===== config.mk =====
export PLATFORM = sky130hd
export DESIGN_NAME = businterface_multicycle
export DESIGN_NICKNAME = d
export VERILOG_FILES = /design/src/rtl/businterface_multicycle_pkg.sv /design/src/rtl/businterface_multicycle_lanes.sv /design/src/rtl/businterface_multicycle.sv
export SDC_FILE = /design/constraint.sdc
export NUM_CORES = 1
export LEC_CHECK = 0
export ABC_AREA = 1
export BUFFER_PORTS_ARGS = -buffer_cell sky130_fd_sc_hd__buf_2
export CORE_MARGIN = 2
export CORE_UTILIZATION = 40
export CTS_BUF_LIST = sky130_fd_sc_hd__clkbuf_4
export DETAILED_ROUTE_END_ITERATION = 16
export REMOVE_ABC_BUFFERS = 1
export SETUP_SLACK_MARGIN = 0.1
export SLEW_MARGIN = 10
export SYNTH_ARGS = -nofsm -noshare
export SYNTH_HDL_FRONTEND = slang
export SYNTH_SLANG_ARGS = --single-unit

===== constraint.sdc =====
create_clock -name clock -period 2.85 [get_ports clock]
set_input_delay 0.4275 -clock clock [delete_from_list [all_inputs] [get_ports clock]]
set_output_delay 0.4275 -clock clock [all_outputs]
set_load 0.02 [all_outputs]

===== src/rtl/businterface_multicycle_pkg.sv =====
// Shared types and constants for the clocked CPU-to-bus byte-lane interface.
package businterface_multicycle_pkg;

  typedef enum logic [1:0] {
    CW_BYTE = 2'd0,
    CW_WORD = 2'd1,
    CW_LONG = 2'd2,
    CW_NULL = 2'd3
  } cycle_width_t;

  typedef enum logic [2:0] {
    BI_IDLE,
    BI_FIRST,
    BI_SECOND,
    BI_DONE,
    BI_ERROR
  } bi_state_t;

  localparam logic [7:0]  LANE_FILL = 8'hff;
  localparam logic [31:0] BUS_FILL  = {4{LANE_FILL}};

  function automatic logic [2:0] width_bytes(input logic [1:0] cw);
    case (cw)
      CW_BYTE: return 3'd1;
      CW_WORD: return 3'd2;
      default: return 3'd4;
    endcase
  endfunction

  // Word at an odd offset, or long anywhere but offset 0.
  function automatic logic is_unaligned(input logic [1:0] cw, input logic [1:0] offset);
    case (cw)
      CW_WORD: return offset[0];
      CW_LONG: return offset != 2'd0;
      default: return 1'b0;
    endcase
  endfunction

endpackage


===== src/rtl/businterface_multicycle_lanes.sv =====
// Combinational lane mapper: strobes and write lanes for one half of an access,
// the split flag, and the shifts that right-justify assembled read data.
module businterface_multicycle_lanes
  import businterface_multicycle_pkg::*;
(
  input  logic [1:0]  offset,
  input  logic [2:0]  nbytes,
  input  logic        second,
  input  logic [31:0] wdata,
  output logic [3:0]  strobes,
  output logic [31:0] lane_data,
  output logic        split,
  output logic [5:0]  rd_lshift,
  output logic [5:0]  rd_rshift
);

  logic [3:0]  size_mask;
  logic [7:0]  mask8;
  logic [31:0] left;
  logic [63:0] data64;
  logic [31:0] part_data;

  // The access is placed in an 8-lane window: upper four lanes are the first
  // longword, lower four the following one.
  always_comb begin
    case (nbytes)
      3'd1:    size_mask = 4'b1000;
      3'd2:    size_mask = 4'b1100;
      default: size_mask = 4'b1111;
    endcase
    mask8     = {size_mask, 4'b0000} >> offset;
    split     = |mask8[3:0];
    rd_lshift = {1'b0, offset, 3'b000};
    rd_rshift = {3'd4 - nbytes, 3'b000};
    left      = wdata << rd_rshift;
    data64    = {left, BUS_FILL} >> rd_lshift;
    strobes   = second ? mask8[3:0]   : mask8[7:4];
    part_data = second ? data64[31:0] : data64[63:32];
    lane_data = BUS_FILL;
    for (int k = 0; k < 4; k++) begin
      if (strobes[3-k]) lane_data[31-8*k -: 8] = part_data[31-8*k -: 8];
    end
  end

endmodule


===== src/rtl/businterface_multicycle.sv =====
// Clocked CPU-to-bus interface: maps byte/word/long accesses onto a big-endian
// 32-bit longword bus, splitting boundary-crossing accesses into two transfers.
module businterface_multicycle
  import businterface_multicycle_pkg::*;
#(
  parameter bit ALLOW_UNALIGNED = 1'b1,
  parameter int TIMEOUT_CYCLES  = 255,
  parameter int TIMEOUT_WIDTH   = 8
) (
  input  logic        clock,
  input  logic        reset,
  input  logic [31:0] cpu_address,
  input  logic [1:0]  cpu_cycle_width,
  input  logic [31:0] cpu_data_out,
  input  logic        cpu_read,
  input  logic        cpu_write,
  output logic [31:0] cpu_data_in,
  output logic        cpu_busy,
  output logic        cpu_done,
  output logic        cpu_bus_error,
  output logic [29:0] businterface_address,
  input  logic [31:0] businterface_data_in,
  output logic [31:0] businterface_data_out,
  output logic [3:0]  businterface_data_strobes,
  output logic        businterface_read,
  output logic        businterface_write,
  input  logic        businterface_ack
);

  localparam logic [TIMEOUT_WIDTH-1:0] TIMEOUT_LAST = TIMEOUT_WIDTH'(TIMEOUT_CYCLES - 1);

  bi_state_t              state, state_d;
  logic [31:0]            req_addr, req_addr_d;
  logic [1:0]             req_width, req_width_d;
  logic                   req_write, req_write_d;
  logic [31:0]            req_wdata, req_wdata_d;
  logic [TIMEOUT_WIDTH-1:0] timer, timer_d;
  logic [31:0]            asm_hi, asm_hi_d;

  logic [31:0] cpu_data_in_d, bus_dout_d;
  logic [29:0] bus_addr_d;
  logic [3:0]  bus_strb_d;
  logic        busy_d, done_d, err_d, bus_rd_d, bus_wr_d;

  logic [1:0]  ln_offset;
  logic [2:0]  ln_nbytes;
  logic [31:0] ln_wdata, ln_data;
  logic [3:0]  ln_strobes;
  logic        ln_second, ln_split;
  logic [5:0]  rd_lshift, rd_rshift;

  logic        accept, illegal, timed_out;
  logic [63:0] rd_window, rd_aligned;
  logic [31:0] rd_value;

  // In IDLE the mapper sees the live request; afterwards the latched one.
  assign ln_offset = (state == BI_IDLE) ? cpu_address[1:0] : req_addr[1:0];
  assign ln_nbytes = width_bytes((state == BI_IDLE) ? cpu_cycle_width : req_width);
  assign ln_wdata  = (state == BI_IDLE) ? cpu_data_out : req_wdata;
  assign ln_second = (state != BI_IDLE);

  businterface_multicycle_lanes u_lanes (
    .offset    (ln_offset),
    .nbytes    (ln_nbytes),
    .second    (ln_second),
    .wdata     (ln_wdata),
    .strobes   (ln_strobes),
    .lane_data (ln_data),
    .split     (ln_split),
    .rd_lshift (rd_lshift),
    .rd_rshift (rd_rshift)
  );

  assign accept  = cpu_read | cpu_write;
  assign illegal = (cpu_read & cpu_write) || (cpu_cycle_width == CW_NULL) ||
                   (!ALLOW_UNALIGNED && is_unaligned(cpu_cycle_width, cpu_address[1:0]));
  assign timed_out = (TIMEOUT_CYCLES != 0) && (timer == TIMEOUT_LAST);

  // First-transfer bytes are most significant in the assembled window.
  assign rd_window  = (state == BI_SECOND) ? {asm_hi, businterface_data_in}
                                           : {businterface_data_in, BUS_FILL};
  assign rd_aligned = rd_window << rd_lshift;
  assign rd_value   = (rd_aligned[63:32] >> rd_rshift) | ~(BUS_FILL >> rd_rshift);

  // NOTE: every signal written here gets a default first so no path leaves it
  // unassigned, which would otherwise infer a latch.
  always_comb begin
    state_d       = state;
    req_addr_d    = req_addr;
    req_width_d   = req_width;
    req_write_d   = req_write;
    req_wdata_d   = req_wdata;
    timer_d       = timer;
    asm_hi_d      = asm_hi;
    bus_addr_d    = businterface_address;
    bus_strb_d    = businterface_data_strobes;
    bus_dout_d    = businterface_data_out;
    bus_rd_d      = businterface_read;
    bus_wr_d      = businterface_write;
    busy_d        = cpu_busy;
    done_d        = 1'b0;
    err_d         = 1'b0;
    cpu_data_in_d = BUS_FILL;

    case (state)
      BI_IDLE: begin
        if (accept) begin
          req_addr_d  = cpu_address;
          req_width_d = cpu_cycle_width;
          req_write_d = cpu_write;
          req_wdata_d = cpu_data_out;
          if (illegal) begin
            state_d = BI_ERROR;
            done_d  = 1'b1;
            err_d   = 1'b1;
          end else begin
            state_d    = BI_FIRST;
            busy_d     = 1'b1;
            timer_d    = '0;
            bus_addr_d = cpu_address[31:2];
            bus_strb_d = ln_strobes;
            bus_dout_d = ln_data;
            bus_rd_d   = cpu_read;
            bus_wr_d   = cpu_write;
          end
        end
      end

      BI_FIRST, BI_SECOND: begin
        if (businterface_ack) begin
          asm_hi_d   = businterface_data_in;
          bus_strb_d = 4'b0000;
          bus_dout_d = BUS_FILL;
          bus_rd_d   = 1'b0;
          bus_wr_d   = 1'b0;
          if (state == BI_FIRST && ln_split) begin
            state_d    = BI_SECOND;
            timer_d    = '0;
            bus_addr_d = req_addr[31:2] + 30'd1;
            bus_strb_d = ln_strobes;
            bus_dout_d = ln_data;
            bus_rd_d   = !req_write;
            bus_wr_d   = req_write;
          end else begin
            state_d       = BI_DONE;
            busy_d        = 1'b0;
            done_d        = 1'b1;
            cpu_data_in_d = req_write ? BUS_FILL : rd_value;
          end
        end else if (timed_out) begin
          // A completed first half of a split write stays written.
          state_d    = BI_ERROR;
          timer_d    = timer + TIMEOUT_WIDTH'(1);
          bus_strb_d = 4'b0000;
          bus_dout_d = BUS_FILL;
          bus_rd_d   = 1'b0;
          bus_wr_d   = 1'b0;
          busy_d     = 1'b0;
          done_d     = 1'b1;
          err_d      = 1'b1;
        end else begin
          timer_d = timer + TIMEOUT_WIDTH'(1);
        end
      end

      BI_DONE, BI_ERROR: state_d = BI_IDLE;

      default: state_d = BI_IDLE;
    endcase
  end

  // NOTE: sequential state uses non-blocking assignments so every register
  // samples the pre-edge value of every other register.
  always_ff @(posedge clock) begin
    if (reset) begin
      state                     <= BI_IDLE;
      req_addr                  <= '0;
      req_width                 <= CW_NULL;
      req_write                 <= 1'b0;
      req_wdata                 <= '0;
      timer                     <= '0;
      asm_hi                    <= BUS_FILL;
      cpu_data_in               <= BUS_FILL;
      cpu_busy                  <= 1'b0;
      cpu_done                  <= 1'b0;
      cpu_bus_error             <= 1'b0;
      businterface_address      <= '0;
      businterface_data_out     <= BUS_FILL;
      businterface_data_strobes <= 4'b0000;
      businterface_read         <= 1'b0;
      businterface_write        <= 1'b0;
    end else begin
      state                     <= state_d;
      req_addr                  <= req_addr_d;
      req_width                 <= req_width_d;
      req_write                 <= req_write_d;
      req_wdata                 <= req_wdata_d;
      timer                     <= timer_d;
      asm_hi                    <= asm_hi_d;
      cpu_data_in               <= cpu_data_in_d;
      cpu_busy                  <= busy_d;
      cpu_done                  <= done_d;
      cpu_bus_error             <= err_d;
      businterface_address      <= bus_addr_d;
      businterface_data_out     <= bus_dout_d;
      businterface_data_strobes <= bus_strb_d;
      businterface_read         <= bus_rd_d;
      businterface_write        <= bus_wr_d;
    end
  end

endmodule


# == Word-level counts from Yosys, hierarchy flattened ==
# Index checks and enable logic that the tools add are counted.
# op_classes
add_sub_neg,3
multipliers,0
div,0
n_lt_le_gt_ge,0
n_eq_ne,14
n_shift,6
mux,64
n_bitwise,6
n_reduce_logical,17
# op_table
operator,n
32-bit two-way mux,7
30-bit two-way mux,4
64-bit two-way mux,1
8-bit two-way mux,8
32-bit one-hot mux with 2 select lines,1
64-bit by 5-bit << shifter with 64-bit output,1
64-bit by 5-bit >> shifter with 64-bit output,1
30-bit one-hot mux with 2 select lines,1
32-bit inverter,1
32-bit OR,1
32-bit by 6-bit << shifter with 32-bit output,1
32-bit by 6-bit >> shifter with 32-bit output,1
32-bit by 6-bit >> shifter with 32-bit output (first input constant),1
30-bit by 1-bit adder with 30-bit output (second input constant),1
4-bit two-way mux,6
1-bit two-way mux,20
3-bit one-hot mux with 2 select lines,3
8-bit one-hot mux with 2 select lines,1
3-bit two-way mux,4
1-bit one-hot mux with 2 select lines,5
5-bit AND reduction,2
3-bit != test (second input constant),3
8-bit by 1-bit adder with 8-bit output (second input constant),1
8-bit == test (second input constant),1
24 further kinds,34
# word_totals
reg_bits,213
latch_bits,0
mem_bits_rw,0
rom_bits,0
input_bits,103
output_inout_bits,103
elab_cells,126
mem_count,0

# == Logic depth before layout (Yosys ltp) ==
# Gate-level depths: netlist (run 1).
# depth
depth_word,12
ltp_mapped,15
depth_no_buf,14

# == Cells and area by module ==
# A second synthesis (run 1) with hierarchy kept.
# unflattened
hier_cells,2956
hier_area_um2,17291.6
# by_module_without_submodules
mod,n_inst,cells_each,area_per_inst_um2,seq_area_each_um2
businterface_multicycle,1,2507,15113.2,4264.1
businterface_multicycle_lanes,1,449,2178.3,0.0

# == Worst setup path before layout (run 1) ==
# OpenSTA, ideal clock, no wires.
# synth_path
path_kind,register to register
from,register state[0]
to,register businterface_data_out[21]
setup_time_ps,126
t_arrival_ps,1652
required_ps,2724
slack_ps,1072
stages_incl_launch_ff,12
n_path_buf,2
period_less_slack_ps,1778
path_cell_list,dfxtp_1 > nor2_4 > nand2_2 > nand2_1 > buf_4 > o211ai_1 > nand3_2 > inv_2 > clkbuf_1 > or2_2 > nand2_1 > nand2_1
# synth_between
elab_chain_cells,12
word_cells_on_any_way,33
cone_classes,add/sub: 1; eq/ne: 8; shift: 3; mux: 13; reduce/logical: 8
# synth_lines
item,line_no,source
from (decl),businterface_multicycle.sv:32,"bi_state_t state, state_d;"
from (signal assigned),businterface_multicycle.sv:193,state <= state_d;
3-bit zero test,n/a,
2-bit two-way mux,businterface_multicycle.sv:58,assign ln_nbytes = width_bytes((state == BI_IDLE) ? cpu_cycle_width : req_width);
2-bit by 1-bit == test with 1-bit output or 2-bit zero test (tied branches),businterface_multicycle_pkg.sv:23,case (cw)
3-bit one-hot mux with 2 select lines,businterface_multicycle_pkg.sv:23,
3-bit subtractor (tied with other cells),businterface_multicycle_lanes.sv:34,"rd_rshift = {3'd4 - nbytes, 3'b000};"
32-bit by 6-bit << shifter with 32-bit output or 3-bit one-hot mux with 2 select lines (tied branches),"businterface_multicycle_lanes.sv:35, businterface_multicycle_lanes.sv:26",
64-bit by 5-bit >> shifter with 64-bit output or 8-bit by 2-bit >> shifter with 8-bit output (tied branches),"businterface_multicycle_lanes.sv:36, businterface_multicycle_lanes.sv:31",
32-bit two-way mux (tied with other cells),businterface_multicycle_lanes.sv:38,part_data = second ? data64[31:0] : data64[63:32];
8-bit two-way mux or 1-bit logical AND (tied branches),"businterface_multicycle_lanes.sv:41, businterface_multicycle.sv:136",
"32-bit two-way mux, on equally long branches","businterface_multicycle.sv:136, businterface_multicycle.sv:112",
"32-bit two-way mux, on equally long branches","businterface_multicycle.sv:130, businterface_multicycle.sv:107",
32-bit one-hot mux with 2 select lines,businterface_multicycle.sv:105,case (state)
to (signal assigned),businterface_multicycle.sv:205,businterface_data_out <= bus_dout_d;
to (decl),businterface_multicycle.sv:23,"output logic [31:0] businterface_data_out,"
# Several ways; a longest one is shown, not always the timed one. The select of a mux whose other input is x is not followed.
# A chain may end at the register's enable or synchronous reset.

# == Worst setup path after layout (run 1) ==
# layout_path
from,register state[1]
to,register cpu_data_in[18]
# layout_between
elab_chain_cells,10
word_cells_on_any_way,24
cone_classes,add/sub: 1; eq/ne: 5; shift: 4; mux: 5; bitwise: 3; reduce/logical: 6
# layout_lines
item,line_no,source
"parallel branches: the longest is 10 deep, another holds 3-bit subtractor",n/a,
to (signal assigned),businterface_multicycle.sv:200,cpu_data_in <= cpu_data_in_d;
to (decl),businterface_multicycle.sv:17,"output logic [31:0] cpu_data_in,"
# Several ways; the timed one is not identified.

==> metrics, run 1 <==
run status finished clean; hpwl dp 28.2 mm; nets@finish 2208; drc violations 0; pin count of the biggest net entering global routing 61; worst hold margin between 0.04 and 0.05 ns; Max-Cap Viols 0; vias in the first global route around 12000; Crit path arrival time 3.10 ns; Placement Rows 63; CP top delay family simple AND/OR/NAND/NOR gates; Avg WL per Cell 16.0 µm; 1st-iter DRT viols 1112; fmax 396 MHz; Inst Count DP 2380; die height 177 µm; Initial Util 40.5%; floorplan core area between 0.02 and 0.03 mm²; vias 13100; Total Power 16.6 mW; synth-to-layout area growth 21.7%; synthesized instance count 1852; relative slew slack 48.9%; Mean Syn Cell Area approximately 6.4 µm²; Power Dens Cells 1140 mW/mm²; gpl congestion 0.902; Max Root-Sink Buffers 3; slowest stage delay, CP 0.37 ns; total gr overflow 0; Seq/Total Area, Yosys 35.7%; Cell Area, Synth 0.0119 mm²; number of CTS-inserted buffers 59; Tcrit/Tclk final 88.7%; Least-Margin Pin Slew 0.767 ns; WL final 40.3 mm; htree depth 2; max-slew violations 0; crit path from state[1]; slowest CP cell dfxtp_1; required time of the critical path between 3 and 4 ns; Die ar. 0.0312 mm²; initial antenna violation count 2; Post-synth EDFFs 0; Unique masters post-synth 53; num ports ~210; crit-path max FO 29; root buffer cell clkbuf_4; reg2reg start state[1]; setup TNS 0 ns; Final Hold Viols 0; first-pass GRT wire length around 64 mm; min Tclk post-route roughly 2.5 ns; drt pass-1 iters 5; CP Class flip-flop to flip-flop; GRT Total Usage about a quarter; fillcell total 3144; worst vdd ir 0.000604 V; Synth async-reset ratio 0%; setup bufs post-CTS 0; # setup viols final 0; startpoint types flip-flop; Hold Crit Class primary input to flip-flop; register area about 0.0043 mm²; antenna-violating nets left 0; Worst Setup End Kind flip-flop; top_reg_cell synth dfxtp_1; clock-pin slew on the worst setup and hold paths 0.06 ns; Sink Count 213; Worst Path Buf+Inv 4; min-delay src cpu_address[25]; IO Port Bufs 205; layout cell share with drive strength beyond 1 approximately a fifth; #FFs+latches synth 213; Skew-Pair Late Insertion Delay 0.70 ns; unrepaired setup endpoints after global routing no; Worst Skew ~0.039 ns; die width 177 µm; footprint of the multi-input gates 0.00660 mm²; TritonCTS clock tree done; P_leak between 6 and 7 nW; DR vias/cell 5.17; synth warn 0; crit-path cells inv_2 > nand2_4 > nand2_2 > nand2_2 > buf_4 > clkinv_1 > buf_4 > a21oi_1 > a21oi_1 > or2_2; final cell count without fillers 2529
-- final timing paths --
path,to,slack (ns),cells past startpoint
worst max-delay path,cpu_data_in[18],0.32,10
worst min-delay path,req_addr[25],0.05,3
worst max register to register,cpu_data_in[18],0.32,10
worst min register to register,req_wdata[2],0.45,2
-- logic make-up (layout without fill, tap and decap cells) --
logic type	after synthesis	count (layout)	synth area share, %
xor+xnor	16	16	1.17
compound gates	380	380	17.7
other cells	0	2	0
simple gates	987	987	35.8
fa+ha+maj	3	3	0.315
buf+inv	248	533	8.92
flops	213	213	35.7
mux	5	5	0.420
-- state kept, by name, indices dropped and copies added, names as in the netlist, 4 cells and up --
register                   cells
asm_hi                        32
businterface_address          30
businterface_data_out         32
businterface_data_strobes      4
cpu_data_in                   32
req_addr                      32
req_wdata                     32
timer                          8
-- layer usage --
| metal | part of all wire [%] | track usage (%) | up-vias |
|---|---|---|---|
| met5 | 0 | 0 | - |
| met4 | 3.2 | 10.0 | 0 |
| met3 | 7.2 | 4.45 | 98 |
| met2 | 45 | 41.2 | 476 |
| met1 | 44 | 33.8 | 5915 |
| li1 | - | - | 6596 |
-- cell type report --
type                            instances  area share [%]
Antenna cell                            2          0.0345
Clock buffer                           87            4.50
Clock inverter                          9           0.595
Inverter                              142            3.74
Multi-Input combinational cell       1391            45.5
Sequential cell                       213            29.4
Tap cell                              390            3.36
Timing Repair Buffer                  295            12.9
-- Yosys cell counts (13+ instances only) --
cell      instances  area share, %
buf_2            31            1.3
or2_2            22            1.2
nor2_1          119            3.7
o21ai_1          25            1.0
o211ai_1         29            1.8
a21oi_1         128            5.4
nor3_1           20           0.84
dfxtp_1         213             36
xor2_1           15            1.1
or2_1            13           0.68
nand4_1          24            1.3
inv_1           126            4.0
nand2_1         586             18
clkbuf_1         57            1.8
o21ai_0         165            6.9
nand3_1         162            6.8
-- layout by cell type, fill, tap and decap left out, types with 4 or more instances in the layout --
cell,n
mux2i_1,5
or2_1,13
a21oi_1,128
buf_12,4
inv_1,125
nand3_1,162
or2_2,22
clkbuf_4,87
dlygate4sd3_1,51
nor2_4,7
clkinv_1,10
nand2_4,4
buf_4,35
o22ai_1,7
o21ai_0,165
o211ai_2,5
nor2_1,119
inv_2,11
nand2_2,9
nand2_1,586
buf_2,205
xor2_1,15
or2_0,10
o211ai_1,29
o21ai_1,25
nand4_1,24
nor3_1,20
dfxtp_1,213
-- worst min-delay path: cells and delay by family --
family / cells / cell delay, ns
and+or+nand+nor: 2 / 0.14
buffers and inverters: 1 / 0.10
-- report_power, final --
part | total [mW] | internal (mW) | switching (mW) | leakage, nW
logic | 9.45 | 2.89 | 6.56 | 4.56
clock network | 2.82 | 1.55 | 1.28 | 0.440
registers | 4.35 | 3.86 | 0.485 | 1.75
-- timing repair --
item | in CTS | in global routing
gates resized for setup | 0 | 0
endpoints found under the hold margin | 54 | 0
hold buffers | 51 | 0
endpoints found under the setup margin | 0 | 0
-- through the flow --
step / worst slack [ns] / area (µm²) / utilization, %
2_1_floorplan: -1.17 / 11400 / -
3_3_place_gp: 0.414 / 13300 / 45.0
3_5_place_dp: 0.387 / 13300 / 45.0
4_1_cts: 0.374 / 14500 / 49.2
5_1_grt: 0.174 / 14500 / 49.3
6_report: 0.322 / 14500 / 49.3
No activity file was read; power rests on OpenSTA's default activity.
==> inputs of run 2 (changes only) <==
==> constraint.sdc (replaced) <==
create_clock -name clock -period 2.2 [get_ports clock]
set_input_delay 0.33 -clock clock [delete_from_list [all_inputs] [get_ports clock]]
set_output_delay 0.33 -clock clock [all_outputs]
set_load 0.02 [all_outputs]
==> metrics, run 2 (same netlist as run 1, synthesis figures left out) <==
Final Worst Setup Slack 0.156 ns; min Tclk post-route 2.04 ns; Placement Rows 63; Crit path arrival time 2.62 ns; nets@finish between 2000 and 2500; most frequent cells in the layout nand2_1, dfxtp_1, buf_2; htree depth 2; Hold Path Stages 3; setup TNS 0 ns; Least-Margin Pin Slew 0.521 ns; fin util 54.6%; Hold Crit Class primary input to flip-flop; root buffer cell clkbuf_4; Tcrit/Tclk final 92.9%; 1st-iter DRT viols 1165; slowest stage delay, CP 0.34 ns; die width roughly 180 µm; unrepaired setup endpoints after global routing yes; Avg WL per Cell around 16 µm; Worst Skew 0.0367 ns; gpl congestion between 0.9 and 1; Final Hold Viols 0; vias 13700; Max Root-Sink Buffers 3; clock-pin slew on the worst setup and hold paths 0.06 ns; Die ar. between 0.03 and 0.04 mm²; crit-path cells nor2_4 > buf_12 > buf_8 > nand3_1 > nand2_4 > buf_12 > nor2_4 > buf_12 > nand3_1 > nand2_1 > a21oi_1 > nand3_1 > nand2_1 > nand2_1; Sink Count approximately 210; max-slew violations 0; Inst Count DP 2432; startpoint types flip-flop; Initial Util 40.5%; synth-to-layout area growth 35.1%; # setup viols final 0; flop-to-flop setup slack 0.16 ns; drt pass-1 iters 6; floorplan core area ~0.029 mm²; total gr overflow 0; GRT Total Usage a little over a quarter; antenna-violating nets left 0; Total Power 23.8 mW; DR vias/cell 5.16; crit-path max FO 19; required time of the critical path between 2 and 3 ns; number of CTS-inserted buffers 56; Worst Setup End Kind flip-flop; slowest CP cell dfxtp_2; hpwl dp 28.7 mm; P_leak approximately 7.5 nW; Max-Cap Viols 0; num ports 206; WL final 42.5 mm; pre-CTS WS 0.0569 ns; Worst Path Buf+Inv 4; CP Class flip-flop to flip-flop; relative slew slack 65.2%; die height 177 µm; Skew-Pair Late Insertion Delay 0.70 ns; first-pass GRT wire length 66.1 mm; CP Depth 14; Power Dens Cells approximately 1500 mW/mm²; vias in the first global route 12900; run status finished clean; final cell count without fillers 2647; drc violations 0; initial antenna violation count 2; worst vdd ir 0.000645 V; fmax 489 MHz; TritonCTS clock tree done; pin count of the biggest net entering global routing 82; fillcell total 3014; CP top delay family simple AND/OR/NAND/NOR gates; Reg2Reg Depth 14; layout cell share with drive strength beyond 1 23.3%; IO Port Bufs 205; commonest non-fill, non-tap cell in the layout nand2_1
[run 2: layer usage]
metal	global-route usage, %	part of all wire [%]	vias to the layer above	routed length (µm)
met5	0	0	-	0
met1	34.4	44	6243	18600
met4	9.30	3.0	0	1280
met2	44.0	46	482	19700
met3	4.15	6.9	98	2940
li1	-	-	6834	-
[run 2: layout make-up]
cell class | count | area (µm²) | area share, %
antenna | 2 | 5.00 | 0.0311
clock inverter | 12 | 47.5 | 0.295
timing repair buffer | 410 | 3220 | 20.0
sequential | 213 | 4270 | 26.5
inverter | 142 | 563 | 3.49
clock buffer | 86 | 646 | 4.01
tap | 390 | 488 | 3.03
multi-input combinational | 1392 | 6870 | 42.7
[run 2: what timing repair did]
item,CTS,global route
pin swaps,0,21
endpoints found under the setup margin,23,109
resized for setup,3,101
setup buffers,0,16
hold buffers,94,0
cloned,0,5
endpoints found under the hold margin,114,0
[run 2: power by group]
part / switching (mW) / total [mW] / internal (mW)
clock network: 1.68 / 3.44 / 1.76
logic: 9.25 / 14.7 / 5.47
registers: 0.639 / 5.64 / 5.01
total: 11.6 / 23.8 / 12.2
[run 2: metrics by stage]
step / instance area (µm²) / hold slack [ns]
after detailed placement: 13800 / 0.443
after floorplan: 11400 / 0.399
after global placement: 13800 / 0.433
after global routing: 16100 / 0.0418
final: 16100 / 0.0276
after CTS: 15400 / 0.00192
[run 2: worst paths after layout]
check                           start                   endpoint
max                          state[2]  businterface_data_out[11]
min          businterface_data_in[17]                 asm_hi[17]
max reg2reg                  state[2]  businterface_data_out[11]
min reg2reg              req_wdata[4]               req_wdata[4]
[run 2: worst register-to-register path, cell delays in order (launching register included)]
cell	delay [ns]
dfxtp_2	0.34
nor2_4	0.16
buf_12	0.15
buf_8	0.13
nand3_1	0.12
nand2_4	0.16
buf_12	0.19
nor2_4	0.06
buf_12	0.14
nand3_1	0.08
nand2_1	0.07
a21oi_1	0.13
nand3_1	0.10
nand2_1	0.07
nand2_1	0.04
==> inputs of run 3 (changes only) <==
--- a/config.mk
+++ b/config.mk
@@ -6,11 +6,11 @@
 export NUM_CORES = 1
 export LEC_CHECK = 0
 export ABC_AREA = 1
-export BUFFER_PORTS_ARGS = -buffer_cell sky130_fd_sc_hd__buf_2
 export CORE_MARGIN = 2
 export CORE_UTILIZATION = 40
 export CTS_BUF_LIST = sky130_fd_sc_hd__clkbuf_4
 export DETAILED_ROUTE_END_ITERATION = 16
+export DONT_BUFFER_PORTS = 1
 export REMOVE_ABC_BUFFERS = 1
 export SETUP_SLACK_MARGIN = 0.1
 export SLEW_MARGIN = 10
==> metrics, run 3 (same netlist as run 1, synthesis figures left out) <==
Inst Count DP 2228; Avg WL per Cell 17.2 µm; number of CTS-inserted buffers 59; Tcrit/Tclk final 92.4%; worst vdd ir roughly 0.00072 V; drc violations 0; Max Root-Sink Buffers 3; Skew-Pair Late Insertion Delay 0.69 ns; Hold Crit Class primary input to flip-flop; fillcell total approximately 3000; Max-Cap Viols 0; clock-pin slew on the worst setup and hold paths around 0.070 ns; die height 177 µm; die width 177 µm; vias in the first global route 12300; CP Class flip-flop to flip-flop; crit path from state[2]; commonest non-fill, non-tap cell in the layout nand2_1; 1st-iter DRT viols 1133; pin count of the biggest net entering global routing 56; Power Dens Cells ~1500 mW/mm²; Crit path arrival time 2.61 ns; register area 0.00427 mm²; max-slew violations 0; unrepaired setup endpoints after global routing yes; # setup viols final 0; Least-Margin Pin Slew roughly 0.6 ns; num ports between 200 and 250; reg2reg start state[2]; final cell count without fillers ~2500; gpl congestion just over 0.9; Die ar. about 0.031 mm²; required time of the critical path 2.78 ns; crit-path max FO 11; GRT Total Usage 26.1%; htree depth 2; TritonCTS clock tree done; root buffer cell clkbuf_4; Worst Setup End Kind flip-flop; footprint of the multi-input gates just under 0.007 mm²; Initial Util 40.5%; drt pass-1 iters 5; antenna-violating nets left 0; WL final ~42 mm; Reg2Reg Depth 14; startpoint types flip-flop; vias 13000; total gr overflow 0; Total Power 22.9 mW; relative slew slack a little under 60%; IO Port Bufs 0; floorplan core area between 0.02 and 0.03 mm²; nets@finish 2124; DR vias/cell 5.32; synth-to-layout area growth 25.6%; Placement Rows between 60 and 70; first-pass GRT wire length 64.9 mm; most frequent cells in the layout nand2_1, dfxtp_1, nand3_1; min Tclk post-route a little over 2 ns; hpwl dp 28.5 mm; Final Hold Viols 0; layout cell share with drive strength beyond 1 15.0%; min-delay src businterface_data_in[28]; Sink Count between 200 and 250; run status finished clean; fmax roughly 500 MHz; Worst Skew roughly 0.032 ns; Hold Path Stages 6; P_leak 6.69 nW; initial antenna violation count 1
## run 3: stage by stage
stage / utilization, % / TNS (ns) / setup slack (ns) / cell area [µm²] / hold WS, ns
after global placement: 43.2 / 0 / 0.0569 / 12700 / 0.408
final: 50.8 / 0 / 0.168 / 15000 / 0.0730
after floorplan: - / -198.49 / -1.82 / 11400 / 0.399
after detailed placement: 43.2 / 0 / 0.0578 / 12700 / 0.410
after global routing: 50.8 / 0 / 0.0666 / 15000 / 0.0246
after CTS: 49.4 / 0 / 0.0891 / 14500 / 0.00153
## run 3: layer usage
layer  GRT usage, %  share of wire, %  vias up
met4           10.3               3.1        0
met2           42.1                46      523
li1               -                 -     6446
met1           34.2                43     5961
met5              0                 0        -
met3           5.15               7.7       98
## run 3: critical path, cell delays in order, from the launching register on
cell and delay [ns]:
dfxtp_2 0.33, nor2_4 0.12, buf_12 0.15, buf_8 0.12, nand3_2 0.10, nand2_4 0.12, nand2_4 0.06, buf_6 0.16
nand2_1 0.07, nand2_1 0.10, nor2_4 0.13, buf_4 0.18, nand3_1 0.14, nand2_1 0.08, nand2_1 0.04
## run 3: layout make-up
cell class	instances	area share, %
timing repair buffer	210	14.2
inverter	142	3.73
tap	390	3.26
clock inverter	14	0.359
clock buffer	89	4.46
antenna	1	0.0167
multi-input combinational	1392	45.5
sequential	213	28.5
## run 3: worst paths after layout
kind | to | slack (ns)
setup / recovery | businterface_data_out[13] | 0.17
hold / removal | cpu_data_in[28] | 0.07
hold reg to reg | req_wdata[5] | 0.45
setup reg to reg | businterface_data_out[13] | 0.17
## run 3: where the power goes
| part | internal, mW | switching (mW) | total (mW) |
|---|---|---|---|
| Clock | 1.83 | 1.69 | 3.51 |
| Combinational | 4.74 | 8.19 | 12.9 |
| Sequential | 5.01 | 1.42 | 6.43 |
## run 3: timing repair
item                                    4_1_cts  5_1_grt
buffers inserted                              3       11
hold endpoints to repair                    167        0
cloned                                        1        2
gates resized for setup                      11       89
hold buffers                                102        0
pin swaps                                     0       13
endpoints found under the setup margin       31      107
